===== src/rtl/sat_cnt_pkg.sv =====
// Shared types and the saturating-increment helper for the sat_cnt_sched counter bank.
package sat_cnt_pkg;

  localparam int CNT_W = 8;

  typedef logic [CNT_W-1:0] cnt_t;

  localparam cnt_t CNT_MAX = '1;

  // Width-agnostic up to 32 bits; callers pass their own all-ones value.
  function automatic logic [31:0] sat_inc(input logic [31:0] v, input logic [31:0] max_v);
    return (v == max_v) ? v : v + 32'd1;
  endfunction

endpackage


===== src/rtl/rr_arbiter.sv =====
// Combinational rotating-priority arbiter: first set request at or after ptr, modulo NREQ.
module rr_arbiter #(
  parameter int NREQ = 4,
  parameter int PW   = $clog2(NREQ)
) (
  input  logic [NREQ-1:0] req,
  input  logic [PW-1:0]   ptr,
  input  logic            en,
  output logic [NREQ-1:0] gnt,
  output logic [PW-1:0]   gnt_idx
);

  logic found;
  int   idx;

  always_comb begin
    gnt     = '0;
    gnt_idx = '0;
    found   = 1'b0;
    idx     = 0;
    if (en) begin
      for (int k = 0; k < NREQ; k++) begin
        idx = (int'(ptr) + k) % NREQ;
        if (!found && req[idx]) begin
          found        = 1'b1;
          gnt[idx]     = 1'b1;
          gnt_idx      = PW'(idx);
        end
      end
    end
  end

endmodule


===== src/rtl/sat_cnt_sched.sv =====
// Bank of saturating event counters sharing one increment path, served round-robin.
// Events latch as pending; one pending requester is granted and incremented per cycle.
module sat_cnt_sched
  import sat_cnt_pkg::*;
#(
  parameter int NREQ  = 4,
  parameter int WIDTH = CNT_W
) (
  input  logic                  clk,
  input  logic                  rst,
  input  logic                  en_i,
  input  logic                  clr_i,
  input  logic [NREQ-1:0]       req_i,
  output logic [NREQ-1:0]       grant_o,
  output logic [NREQ*WIDTH-1:0] cnt_o,
  output logic [NREQ-1:0]       sat_o,
  output logic [NREQ-1:0]       ovf_o
);

  localparam int PW = $clog2(NREQ);
  localparam logic [WIDTH-1:0] CNT_ONES = '1;

  logic [NREQ-1:0]  pend_q, pend_d;
  logic [NREQ-1:0]  ovf_q,  ovf_d;
  logic [PW-1:0]    ptr_q,  ptr_d;
  logic [WIDTH-1:0] cnt_q [NREQ];
  logic [WIDTH-1:0] cnt_d [NREQ];

  logic [NREQ-1:0]  gnt;
  logic [PW-1:0]    gnt_idx;
  logic             arb_en;

  // Clearing cycles never grant, so a clear cannot race an increment.
  assign arb_en = en_i & ~clr_i & ~rst;

  rr_arbiter #(
    .NREQ (NREQ),
    .PW   (PW)
  ) u_arb (
    .req     (pend_q),
    .ptr     (ptr_q),
    .en      (arb_en),
    .gnt     (gnt),
    .gnt_idx (gnt_idx)
  );

  always_comb begin
    pend_d = pend_q;
    ovf_d  = ovf_q;
    ptr_d  = ptr_q;
    cnt_d  = cnt_q;
    if (clr_i) begin
      pend_d = '0;
      ovf_d  = '0;
      for (int i = 0; i < NREQ; i++) cnt_d[i] = '0;
    end else begin
      if (|gnt) begin
        cnt_d[gnt_idx] = WIDTH'(sat_inc(32'(cnt_q[gnt_idx]), 32'(CNT_ONES)));
        ptr_d = (int'(gnt_idx) == NREQ - 1) ? '0 : gnt_idx + 1'b1;
      end
      // A granted requester re-pulsing keeps its pending bit; others drop repeats.
      for (int i = 0; i < NREQ; i++) begin
        if (gnt[i]) begin
          pend_d[i] = req_i[i];
        end else if (req_i[i]) begin
          if (pend_q[i]) ovf_d[i] = 1'b1;
          else           pend_d[i] = 1'b1;
        end
      end
    end
  end

  always_ff @(posedge clk) begin
    if (rst) begin
      pend_q <= '0;
      ovf_q  <= '0;
      ptr_q  <= '0;
      for (int i = 0; i < NREQ; i++) cnt_q[i] <= '0;
    end else begin
      pend_q <= pend_d;
      ovf_q  <= ovf_d;
      ptr_q  <= ptr_d;
      cnt_q  <= cnt_d;
    end
  end

  assign grant_o = gnt;
  assign ovf_o   = ovf_q;

  for (genvar g = 0; g < NREQ; g++) begin : g_out
    assign cnt_o[g*WIDTH +: WIDTH] = cnt_q[g];
    assign sat_o[g]                = (cnt_q[g] == CNT_ONES);
  end

endmodule


===== config.mk =====
export PLATFORM = sky130hd
export DESIGN_NAME = sat_cnt_sched
export DESIGN_NICKNAME = d
export VERILOG_FILES = /design/src/rtl/sat_cnt_pkg.sv /design/src/rtl/rr_arbiter.sv /design/src/rtl/sat_cnt_sched.sv
export SDC_FILE = /design/constraint.sdc
export NUM_CORES = 1
export LEC_CHECK = 0
export BUFFER_PORTS_ARGS = -buffer_cell sky130_fd_sc_hd__clkbuf_2
export CAP_MARGIN = 20
export CELL_PAD_IN_SITES_DETAIL_PLACEMENT = 0
export CELL_PAD_IN_SITES_GLOBAL_PLACEMENT = 2
export CORE_MARGIN = 3
export CORE_UTILIZATION = 32
export CTS_CLUSTER_DIAMETER = 50
export DETAILED_ROUTE_END_ITERATION = 10
export PLACE_DENSITY_LB_ADDON = 0.1
export SLEW_MARGIN = 5
export SYNTH_ARGS = -nofsm -noshare
export SYNTH_HDL_FRONTEND = slang
export SYNTH_HIERARCHICAL = 1
export SYNTH_SLANG_ARGS = --single-unit

===== constraint.sdc =====
create_clock -name clk -period 4.9 [get_ports clk]
set_input_delay 0.98 -clock clk [delete_from_list [all_inputs] [get_ports clk]]
set_output_delay 0.98 -clock clk [all_outputs]
set_load 0.05 [all_outputs]

==> reports/metrics.cfg <==
[run_status]
outcome = finished, final reports clean

[sta]
finalSetupViolCount = 0
tightest_slew_ns = 0.576
skew_ns = 0.00792
finalSetupTns_ns = 0
clock.fmax_ghz = 0.267
hold_viol = 0
finalCritPeriodShare_pct = 76.4
max_slew_margin_pct = 61.2
rsz0062_at_grt = false
layout_min_cycle_time_ns = 3.75
slew_viol_final = 0

[clock_network]
clockBufferDepth = 2
root_buffer = clkbuf_8
ctsHoldBuffers = 0
cts.reportedPaths.clkPinSlew_ns = 0.09
cts_tree = built
clock_latency_ns = 0.30
cts_max_level = 2
numCtsBuffers = 5
post-cts-setup-buffers = 0
clkSinkCount = 42
cts-resized-gates = 0

[place]
dp_hpwl_um = 5640
portBuffers = 51
place_congestion = 0.814
dp_cells = 425

[cells_and_area]
diodes = 0
drive_gt1_share_pct = 25.1
final_common_cell = clkbuf_2
final_cell_mix = clkbuf_2, dfxtp_1, nor2_1
area_growth_pct = 16.3
nets = 354
final_cell_count_no_fill = 433

[routing]
drc = 0
wl_per_cell_um = 17.6
drt_iter0_markers = 135
vias_per_cell = 5.40
vias = 2337
firstDrtPassIters = 4
ant_nets = 0
drt_wl_total_um = 7640

[synthesis]
synth-edff-count = 0
ys_seq_area_share_pct = 33.5
yosysUniqueCellTypes = 46
synthCells = 287
synthFlopType = dfxtp_1
async_flop_share_pct = 0
syn_area_sq_mm = 0.00251
syn_area_per_cell_sq_um = 8.75
ys_ff_latch = 42
synth_nets = 308
synth_warnings = 6

[power_and_ir_drop]
p_per_area_mw_per_mm2 = 224
ir_worst_vdd_mv = 0.102
power.total_uw = 654
p_leak_nw = 1.12

[worst_setup_path]
r2r_cells = 11
cp.arrival_ns = 3.93
startpoint_type = register
path_class = reg -> reg
critPathMaxFanout = 12
required_ns = 5.08
worstSetupEndpointType = register

[die]
core-area_sq_mm = 0.00745
start_util_pct = 33.7
pin_count = 52
rows = 31
die_x_um = 94.6
die_area_sq_mm = 0.00895
die_h_um = 94.6

[worst_hold_path]
hold_class = reg -> reg
holdPathStages = 2

[global_routing]
grt_usage_pct = 17.9
grt_max_degree = 25
grt_pass1_wl_um = 12200
grt_pass1_vias = 2166
antenna_found_initial = 0
overflow = 0

[flow_run]
max_cap_violations = 0

## final timing paths
path / startpoint / endpoint / slack, ns
max: ptr_q[0] / cnt_o[25] / 1.15
min: ovf_o[3] / ovf_o[3] / 0.48
min reg2reg: ovf_o[3] / ovf_o[3] / 0.48
max reg2reg: ptr_q[0] / cnt_o[25] / 1.15
## registers in the layout, indices dropped and copies added (netlist names)
| signal | cells |
|---|---|
| cnt_o | 32 |
| ovf_o | 4 |
| pend_q | 4 |
| ptr_q | 2 |
## cell usage after synthesis (all sizes together), types with 8 or more instances
library cell,instances,area share (%)
dfxtp,42,33
nor2,38,5.8
o21ai,26,5.2
a21oi,22,4.4
nand2,22,3.3
ha,13,6.5
clkbuf,11,1.7
mux4,10,9.0
nand4,10,2.5
nand3,9,1.8
a22oi,8,2.4
## layer usage
layer	vias up	routed length (um)	global-route usage (%)
met1	1110	3860	27.7
met4	0	92	5.17
met3	10	434	3.35
li1	1156	-	-
met2	61	3260	24.8
met5	-	0	0
## metrics by stage
step           setup slack [ns]  utilization (%)  hold slack, ns  cell area (sq um)
4_1_cts                    1.13             39.2           0.487               2920
5_1_grt                   0.831             39.2           0.534               2920
2_1_floorplan              1.01                -           0.509               2510
3_3_place_gp              0.898             38.1           0.453               2830
6_report                   1.15             39.2           0.477               2920
3_5_place_dp              0.849             38.1           0.460               2830
## cells by family (layout without fill, tap and decap cells)
kind of cell	count (synthesis)	count (layout)	share of synthesized area, %
fa+ha+maj	13	13	6.48
flops	42	42	33.5
buf+inv	23	70	4.63
compound gates	82	82	21.2
xor+xnor	2	2	0.997
mux	17	17	11.8
simple gates	108	108	21.4
## where the power goes
part	internal [mW]	total (mW)	switching (mW)
combinational	0.0249	0.0718	0.0469
sequential	0.345	0.350	0.00533
clock	0.101	0.232	0.131
## final cells by class
cell class,instances,area [sq um]
Clock buffer,6,72.6
Clock inverter,2,13.8
Fill cell,784,4530
Inverter,6,22.5
Multi-Input combinational cell,222,1550
Sequential cell,42,841
Tap cell,99,124
Timing Repair Buffer,56,293
## worst max-delay path, stage by stage (launching register included)
cell and delay [ns]:
dfxtp_1 0.34, inv_1 0.10, ha_1 0.40, mux4_2 0.43, a32oi_1 0.24, a31o_2 0.44
mux4_2 0.61, ha_1 0.29, nand4_1 0.20, nor2_2 0.09, mux2i_1 0.36, a21oi_1 0.12
Power figures use the tool's default switching activity.
